==> config.mk <==
export PLATFORM = sky130hd
export DESIGN_NAME = rx_sync_ctrl_flat
export DESIGN_NICKNAME = d
export VERILOG_FILES = /design/src/rtl/rx_phy_pkg.sv /design/src/rtl/rx_sync_ctrl_if.sv /design/src/rtl/rx_sync_ctrl.sv /design/src/flat_wrapper.sv
export SDC_FILE = /design/constraint.sdc
export NUM_CORES = 1
export LEC_CHECK = 0
export ABC_AREA = 1
export BUFFER_PORTS_ARGS = -buffer_cell sky130_fd_sc_hd__buf_2
export CORE_AREA = 5 5 60 62
export CTS_CLUSTER_DIAMETER = 150
export DETAILED_ROUTE_END_ITERATION = 12
export DIE_AREA = 0 0 65 67
export PLACE_DENSITY = 0.87
export REMOVE_ABC_BUFFERS = 1
export SLEW_MARGIN = 5
export SYNTH_ARGS = -nofsm -noshare
export SYNTH_HDL_FRONTEND = slang
export SYNTH_SLANG_ARGS = --single-unit
==> constraint.sdc <==
create_clock -name clk_4f -period 2.05 [get_ports clk_4f]
set_input_delay 0.41 -clock clk_4f [delete_from_list [all_inputs] [get_ports clk_4f]]
set_output_delay 0.41 -clock clk_4f [all_outputs]
set_load 0.01 [all_outputs]
==> src/rtl/rx_phy_pkg.sv <==
// rx_phy_pkg: shared RX symbol constants, lane geometry and sync FSM encoding
package rx_phy_pkg;
  localparam logic [7:0] COM_SYM = 8'hBC;
  localparam logic [7:0] IDLE_SYM = 8'h7C;
  localparam int NUM_LANES = 4;
  localparam int LANE_W = $clog2(NUM_LANES);
  typedef enum logic {SEARCH = 1'b0, ACTIVE = 1'b1} state_e;
endpackage

==> src/rtl/rx_sync_ctrl_if.sv <==
// rx_sync_ctrl_if: byte input and forwarded-lane outputs of the RX sync controller
interface rx_sync_ctrl_if;
  import rx_phy_pkg::*;
  logic [7:0] byte_in;
  logic byte_strobe;
  logic active;
  logic [7:0] data_out;
  logic valid_out;
  logic [LANE_W-1:0] lane_sel;
  logic [NUM_LANES-1:0] lane_valid;
  logic sync_lost;
  modport master (output byte_in, byte_strobe,
                  input active, data_out, valid_out, lane_sel, lane_valid, sync_lost);
  modport slave (input byte_in, byte_strobe,
                 output active, data_out, valid_out, lane_sel, lane_valid, sync_lost);
endinterface

==> src/rtl/rx_sync_ctrl.sv <==
// rx_sync_ctrl: COM-run sync acquisition, COM/IDLE filtering and round-robin lane scheduling
module rx_sync_ctrl
  import rx_phy_pkg::*;
#(
  parameter logic [7:0] COM_SYMBOL = COM_SYM,
  parameter logic [7:0] IDLE_SYMBOL = IDLE_SYM,
  parameter int COM_THRESH = 4,
  parameter int MAX_GAP = 64
) (
  input logic clk_4f,
  input logic reset,
  rx_sync_ctrl_if.slave rx
);
  state_e state_q, state_d;
  logic [3:0] com_cnt_q, com_cnt_d, com_inc;
  logic [7:0] gap_cnt_q, gap_cnt_d, gap_inc;
  logic [LANE_W-1:0] lane_ptr_q, lane_ptr_d, lane_sel_q, lane_sel_d;
  logic [NUM_LANES-1:0] lane_valid_q, lane_valid_d;
  logic [7:0] data_q, data_d;
  logic valid_q, valid_d, lost_q, lost_d;
  logic is_com, is_idle;
  assign is_com = rx.byte_in == COM_SYMBOL;
  assign is_idle = rx.byte_in == IDLE_SYMBOL;
  assign com_inc = com_cnt_q + 4'd1;
  assign gap_inc = gap_cnt_q + 8'd1;
  always_ff @(posedge clk_4f or negedge reset) begin
    if (!reset) begin
      state_q <= SEARCH;
      com_cnt_q <= '0;
      gap_cnt_q <= '0;
      lane_ptr_q <= '0;
      lane_sel_q <= '0;
      lane_valid_q <= '0;
      data_q <= '0;
      valid_q <= 1'b0;
      lost_q <= 1'b0;
    end else begin
      state_q <= state_d;
      com_cnt_q <= com_cnt_d;
      gap_cnt_q <= gap_cnt_d;
      lane_ptr_q <= lane_ptr_d;
      lane_sel_q <= lane_sel_d;
      lane_valid_q <= lane_valid_d;
      data_q <= data_d;
      valid_q <= valid_d;
      lost_q <= lost_d;
    end
  end
  always_comb begin
    state_d = state_q;
    com_cnt_d = com_cnt_q;
    gap_cnt_d = gap_cnt_q;
    lane_ptr_d = lane_ptr_q;
    lane_sel_d = lane_sel_q;
    lane_valid_d = '0;
    data_d = data_q;
    valid_d = 1'b0;
    lost_d = 1'b0;
    if (rx.byte_strobe) begin
      if (state_q == SEARCH) begin
        com_cnt_d = is_com ? com_inc : '0;
        if (is_com && com_inc == 4'(COM_THRESH)) begin
          state_d = ACTIVE;
          com_cnt_d = '0;
          gap_cnt_d = '0;
          lane_ptr_d = '0;
        end
      end else if (is_com) begin
        // COM wins over gap expiry and realigns the lane schedule
        gap_cnt_d = '0;
        lane_ptr_d = '0;
      end else if (gap_inc == 8'(MAX_GAP)) begin
        state_d = SEARCH;
        lost_d = 1'b1;
        com_cnt_d = '0;
        gap_cnt_d = '0;
        lane_ptr_d = '0;
      end else begin
        gap_cnt_d = gap_inc;
        if (!is_idle) begin
          data_d = rx.byte_in;
          valid_d = 1'b1;
          lane_sel_d = lane_ptr_q;
          lane_valid_d = NUM_LANES'(1) << lane_ptr_q;
          lane_ptr_d = lane_ptr_q + LANE_W'(1);
        end
      end
    end
  end
  assign rx.active = state_q == ACTIVE;
  assign rx.data_out = data_q;
  assign rx.valid_out = valid_q;
  assign rx.lane_sel = lane_sel_q;
  assign rx.lane_valid = lane_valid_q;
  assign rx.sync_lost = lost_q;
endmodule

==> src/flat_wrapper.sv <==
// flat-port wrapper written by rule: the top's interface ports become plain ports
module rx_sync_ctrl_flat import rx_phy_pkg::*;
#(
  parameter logic [7:0] COM_SYMBOL = COM_SYM,
  parameter logic [7:0] IDLE_SYMBOL = IDLE_SYM,
  parameter int COM_THRESH = 4,
  parameter int MAX_GAP = 64
)
  (clk_4f, reset, rx_byte_in, rx_byte_strobe, rx_active, rx_data_out, rx_valid_out, rx_lane_sel, rx_lane_valid, rx_sync_lost);
  rx_sync_ctrl_if rx_i ();
  input logic clk_4f;
  input logic reset;
  input wire logic [$bits(rx_i.byte_in)-1:0] rx_byte_in;
  input wire logic [$bits(rx_i.byte_strobe)-1:0] rx_byte_strobe;
  output wire logic [$bits(rx_i.active)-1:0] rx_active;
  output wire logic [$bits(rx_i.data_out)-1:0] rx_data_out;
  output wire logic [$bits(rx_i.valid_out)-1:0] rx_valid_out;
  output wire logic [$bits(rx_i.lane_sel)-1:0] rx_lane_sel;
  output wire logic [$bits(rx_i.lane_valid)-1:0] rx_lane_valid;
  output wire logic [$bits(rx_i.sync_lost)-1:0] rx_sync_lost;
  assign rx_i.byte_in = rx_byte_in;
  assign rx_i.byte_strobe = rx_byte_strobe;
  assign rx_active = rx_i.active;
  assign rx_data_out = rx_i.data_out;
  assign rx_valid_out = rx_i.valid_out;
  assign rx_lane_sel = rx_i.lane_sel;
  assign rx_lane_valid = rx_i.lane_valid;
  assign rx_sync_lost = rx_i.sync_lost;
  rx_sync_ctrl #(.COM_SYMBOL(COM_SYMBOL), .IDLE_SYMBOL(IDLE_SYMBOL), .COM_THRESH(COM_THRESH), .MAX_GAP(MAX_GAP)) u_core (.clk_4f(clk_4f), .reset(reset), .rx(rx_i));
endmodule
# After elaboration in Yosys (flattened, before gate mapping)
# Cells that the tools add are included.
# op_classes
n_addsub,3
eq_ne,7
shift,1
mux,32
bitwise_logic,3
reduce_logical,6
# op_table
operator,n
4-bit two-way mux,10
8-bit two-way mux,4
"8-bit by 7-bit == test with 1-bit output, second input constant",2
1-bit two-way mux,13
2-bit two-way mux,5
"8-bit by 1-bit adder with 8-bit output, second input constant",1
"8-bit == test, second input constant",1
3-bit AND reduction,2
5-bit AND reduction,1
"4-bit by 1-bit adder with 4-bit output, second input constant",1
"4-bit by 3-bit == test with 1-bit output, second input constant",1
"2-bit inequality test, second input constant",2
"4-bit inequality test, second input constant",1
"1-bit by 2-bit << shifter with 4-bit output, first input constant",1
1-bit inverter,3
"2-bit by 1-bit adder with 2-bit output, second input constant",1
2-bit AND reduction,1
2-bit nonzero test,1
1-bit logical AND,1
# totals
reg_bits,31
output_inout_bits,17
in_bits,11
elab_cells,61

# Depth between registers and ports, before layout
# logic_depth
ltp_word,6
mapped_depth,12
mapped_depth_nobuf,11

# Worst setup path before layout
# No wires, ideal clock.
# synth_path
path_type,register to register
from,reg u_core.gap_cnt_q[0]
to,reg u_core.lane_ptr_q[0]
t_arrival_ps,1535
required_time_ps,1934
n_path_buf,1
slack_ps,398
stages_incl_launch_ff,13
period_less_slack_ps,1652
setup_ps,116
cell_sequence,dfrtp_1 ha_1 nand2_1 inv_1 nand3_1 nand3_1 nor2_1 nand3_4 nand2_2 buf_6 inv_4 nand2_1 nand2_1
# synth_via
elab_chain_len,5
word_cells_on_any_way,7
classes_between,1 x add/sub; 2 x eq/ne; 3 x mux; 1 x reduce/logical
# synth_rtl
element,line,source
"start, declared",rx_sync_ctrl.sv:16,"logic [7:0] gap_cnt_q, gap_cnt_d, gap_inc;"
"start signal, assigned",rx_sync_ctrl.sv:40,gap_cnt_q <= gap_cnt_d;
8-bit by 1-bit adder with 8-bit output (*),rx_sync_ctrl.sv:25,assign gap_inc = gap_cnt_q + 8'd1;
8-bit by 7-bit == test with 1-bit output (*),rx_sync_ctrl.sv:72,end else if (gap_inc == 8'(MAX_GAP)) begin
2-bit two-way mux,rx_sync_ctrl.sv:72,
2-bit two-way mux,rx_sync_ctrl.sv:68,end else if (is_com) begin
2-bit two-way mux,rx_sync_ctrl.sv:60,if (state_q == SEARCH) begin
"end signal, assigned",rx_sync_ctrl.sv:41,lane_ptr_q <= lane_ptr_d;
"end, declared",rx_sync_ctrl.sv:17,"logic [LANE_W-1:0] lane_ptr_q, lane_ptr_d, lane_sel_q, lane_sel_d;"
# Every way passes the cells marked *; elsewhere a longest branch is shown, timed or not.
# A chain may end at the register's enable or synchronous reset.

# Final worst setup path
# layout_path
from,reg u_core.gap_cnt_q[0]
to,reg u_core.com_cnt_q[2]
# layout_via
elab_chain_len,4
# layout_rtl
element,line,source
8-bit by 1-bit adder with 8-bit output,rx_sync_ctrl.sv:25,
8-bit by 7-bit == test with 1-bit output,rx_sync_ctrl.sv:72,
2-bit inequality test (no source line),--,
3-bit AND reduction (no source line),--,
"end signal, assigned",rx_sync_ctrl.sv:39,com_cnt_q <= com_cnt_d;
"end, declared",rx_sync_ctrl.sv:15,"logic [3:0] com_cnt_q, com_cnt_d, com_inc;"
# No other way between the ends.

==> out/summary.md <==
* complete, no violations — status
* 437 uV — worst supply voltage drop on vdd
* clkbuf_4 — CTS Root Buffer Type
* 1.48 mW — total design power
* 5.34 mm — first-pass GRT wire length
* 5 — total CTS buffers
* 776 um2 — sequential cell area in the final layout
* register — type of origin of the critical path
* 196 — count of mapped cells out of synthesis
* 28 — I/O pin count
* 9 — critical path fanouts, max
* reg2reg — critical path class
* 0.33 ns — clock latency on the worst-skew pair
* 31 — Synth Register Bits
* 0 ns — Final TNS setup
* 0 — Hold Vio Cnt, Final
* 50 — 1st-iter DRT viols
* 820 nW/um2 — PwrDens
* 265 — layout filler cell count
* register — critical path endpoint category
* 20 — number of placement rows
* 32 — pin count of the biggest net entering global routing
* 2 — worst-case clock buffer depth
* 19.2% — share of cells above drive strength 1
* 67 um — Die Y-Extent
* 4 — drt pass-1 iters
* 65 um — die span in x
* 0.0276 ns — setup slack after placement
* 31 — TritonCTS Sinks
* 255 — cell count after placement
* 2.95 mm — total wirelength of the detailed-routed design
* false — unrepaired setup endpoints after global routing
* 15.4% — signed area change from the synthesized netlist to the final layout
* 5.04 — post-detailed-route via-to-cell ratio
* 0 — number of diodes
* 672 um2 — area of the multi-input gates
* 2.17 mm — DP HPWL
* 1232 — via count of the first global-routing pass
* 0 — antenna-violating nets left
* 0.197 ns — PnR worst setup slack
* 1560 um2 — cell area after synthesis
* 22 — library cells used by synthesis
* 1730 um2 — Placed Instance Area
* 540 MHz — maximum frequency from static timing analysis
* 60.5% — Finished Core Util
* 90.4% — final worst path period share
* 2.27 ns — CP required
* 0 — number of antenna violations at the first check in global routing
* yes — CTS tree
* 0.677 ns — slew of the pin with the lowest slew margin
* dfrtp_1 — Worst path slowest cell
* 1321 — total via count in the routed design
* 0.821 — GP Congestion
* 16.5% — aggregate global-route resource usage
* in2async — Hold Path Class
* 0 — Max Cap Viol
* 2980 um2 — core area
* u_core.gap_cnt_q[0]$_DFFE_PN0P_ — Reg2Reg Launch Point
* 1.85 ns — fin crit period
* 4360 um2 — die area
* 2 — number of H-tree levels
* 2.08 ns — WP data arrival
* 1800 um2 — fin area
* 0 — setup violation total in the final timing report
* 0 — number of slew-limit violations in the final report
* 0.102 ns — WHS
* 0 — global route overflow
* 246 — fin nets
* 0 — synth warn
* 0.00765 ns — final worst clock skew
* 1 — Buffers & Inverters on Critical Path
* 54.9% — Slew headroom
* 0.09 ns — clock input transition at the sequential cells of the worst setup and hold paths
* 52.5% — starting utilization of the core area
* 0 — number of design rule violations left after detail routing
* ha_1 -> nand2_1 -> inv_1 -> nand3_1 -> nand3_1 -> nor2_2 -> nand3_4 -> nand2_2 -> nand2_1 -> nand2_1 -> nand2_1 — ordered list of cells on the worst path
* simple AND/OR/NAND/NOR gates — family with the most delay on the worst path
* 0.45 ns — CP peak stage delay
* 49.6% — fraction of the yosys area taken by sequential cells
* nand2_1 — crit-path most repeated cell
* 262 — count of placed standard cells in the final layout, fillers left out
* 27 — IO buf count
* 7.97 um2 — mean post-synth cell area
* 0.971 nW — reported leakage power
* u_core.gap_cnt_q[0]$_DFFE_PN0P_ — Critical path origin
* 11.3 um — wire length per cell after detailed routing
==> sequential cells by signal (all words and copies together) (netlist names) <==
signal                flops
u_core.com_cnt_q          4
u_core.rx.lane_valid      4
u_core.rx.lane_sel        2
u_core.rx.active          1
u_core.lane_ptr_q         2
u_core.gap_cnt_q          8
u_core.rx.data_out        8
u_core.rx.sync_lost       1
u_core.rx.valid_out       1
==> kinds of logic (layout without fill, tap and decap cells) <==
| group | after synthesis | after routing | share of synthesized area (%) |
|---|---|---|---|
| AOI/OAI and AO/OA | 19 | 19 | 6.32 |
| xor gates and xnor gates | 3 | 3 | 1.68 |
| adders and majority gates | 6 | 6 | 4.80 |
| buffers and inverters | 32 | 65 | 8.57 |
| DFF | 31 | 31 | 49.6 |
| and+or+nand+nor | 105 | 105 | 29.0 |
==> cell usage after synthesis <==
cell / n / share of area [%]
nand2_1: 64 / 15
dfrtp_1: 31 / 50
inv_1: 29 / 7.0
nor2_1: 15 / 3.6
nand3_1: 13 / 4.2
o21ai_0: 11 / 3.5
ha_1: 6 / 4.8
a21oi_1: 4 / 1.3
nor3_1: 4 / 1.3
o22ai_1: 3 / 1.2
nand2_2: 2 / 0.80
nand4_1: 2 / 0.80
nor2_2: 2 / 0.80
xor2_1: 2 / 1.1
and2_1: 1 / 0.40
buf_4: 1 / 0.48
buf_6: 1 / 0.72
inv_4: 1 / 0.40
nand3_2: 1 / 0.64
nand3_4: 1 / 1.1
o21ai_1: 1 / 0.32
xnor2_1: 1 / 0.56
==> cells in the final DEF, fill, tap and decap left out <==
cell type,instances
clkbuf_8,1
nand2_2,2
xnor2_1,1
o21ai_0,11
inv_1,29
buf_2,27
nand2_1,63
xor2_1,2
ha_1,6
o21ai_1,1
inv_4,1
dfrtp_1,31
nand3_1,13
nor2_2,3
nand2_8,1
nand4_1,2
a21oi_1,4
clkinv_2,1
nor3_1,4
buf_4,1
and2_1,1
o22ai_1,3
nand3_4,1
clkbuf_4,5
nand3_2,1
nor2_1,14
==> layer usage <==
layer | track usage, % | routed length (um) | up-vias
met1 | 20.5 | 1370 | 586
met2 | 24.8 | 1260 | 48
met4 | 8.71 | 80 | 0
met5 | 0 | 0 | -
li1 | - | - | 680
met3 | 6.07 | 237 | 7
==> worst paths after layout <==
| kind | end | slack [ns] | cells after the start |
|---|---|---|---|
| worst max-delay path | u_core.com_cnt_q[2]$_DFFE_PN0P_ | 0.20 | 11 |
| worst min-delay path | u_core.rx.data_out[7]$_DFFE_PN0P_ | 0.10 | 1 |
| worst max register to register | u_core.com_cnt_q[2]$_DFFE_PN0P_ | 0.20 | 11 |
| worst min register to register | u_core.rx.data_out[5]$_DFFE_PN0P_ | 0.48 | 2 |
| max in group asynchronous | u_core.com_cnt_q[2]$_DFFE_PN0P_ | 1.51 | 1 |
| min in group clk_4f | u_core.rx.data_out[3]$_DFFE_PN0P_ | 0.28 | 3 |
==> where the power goes <==
group          switching [mW]  total (mW)  internal [mW]
clock network           0.203       0.362          0.159
logic                   0.200       0.327          0.127
registers              0.0854       0.789          0.704
total                   0.489        1.48          0.989
==> worst reg2reg max path, delay by kind of cell (launching register included) <==
| kind | cells | cell delay, ns |
|---|---|---|
| buffers and inverters | 1 | 0.06 |
| flip-flops | 1 | 0.45 |
| AND/OR/NAND/NOR | 9 | 0.97 |
| adder cells (fa/ha/maj) | 1 | 0.26 |
==> repair_timing <==
| item | in CTS | in global routing |
|---|---|---|
| hold buffers | 0 | 0 |
| resized for setup | 0 | 4 |
| endpoints found under the setup margin | 0 | 20 |
| hold endpoints to repair | 0 | 0 |
| setup buffers | 0 | 0 |
==> area by class of cell <==
| cell class | count | share of cell area, % |
|---|---|---|
| Multi-Input combinational cell | 133 | 37.3 |
| Timing Repair Buffer | 28 | 7.91 |
| Sequential cell | 31 | 43.0 |
| Clock buffer | 6 | 2.85 |
| Clock inverter | 1 | 0.278 |
| Tap cell | 33 | 2.29 |
| Inverter | 30 | 6.38 |
Note: power is estimated with default switching activity, not from simulation.
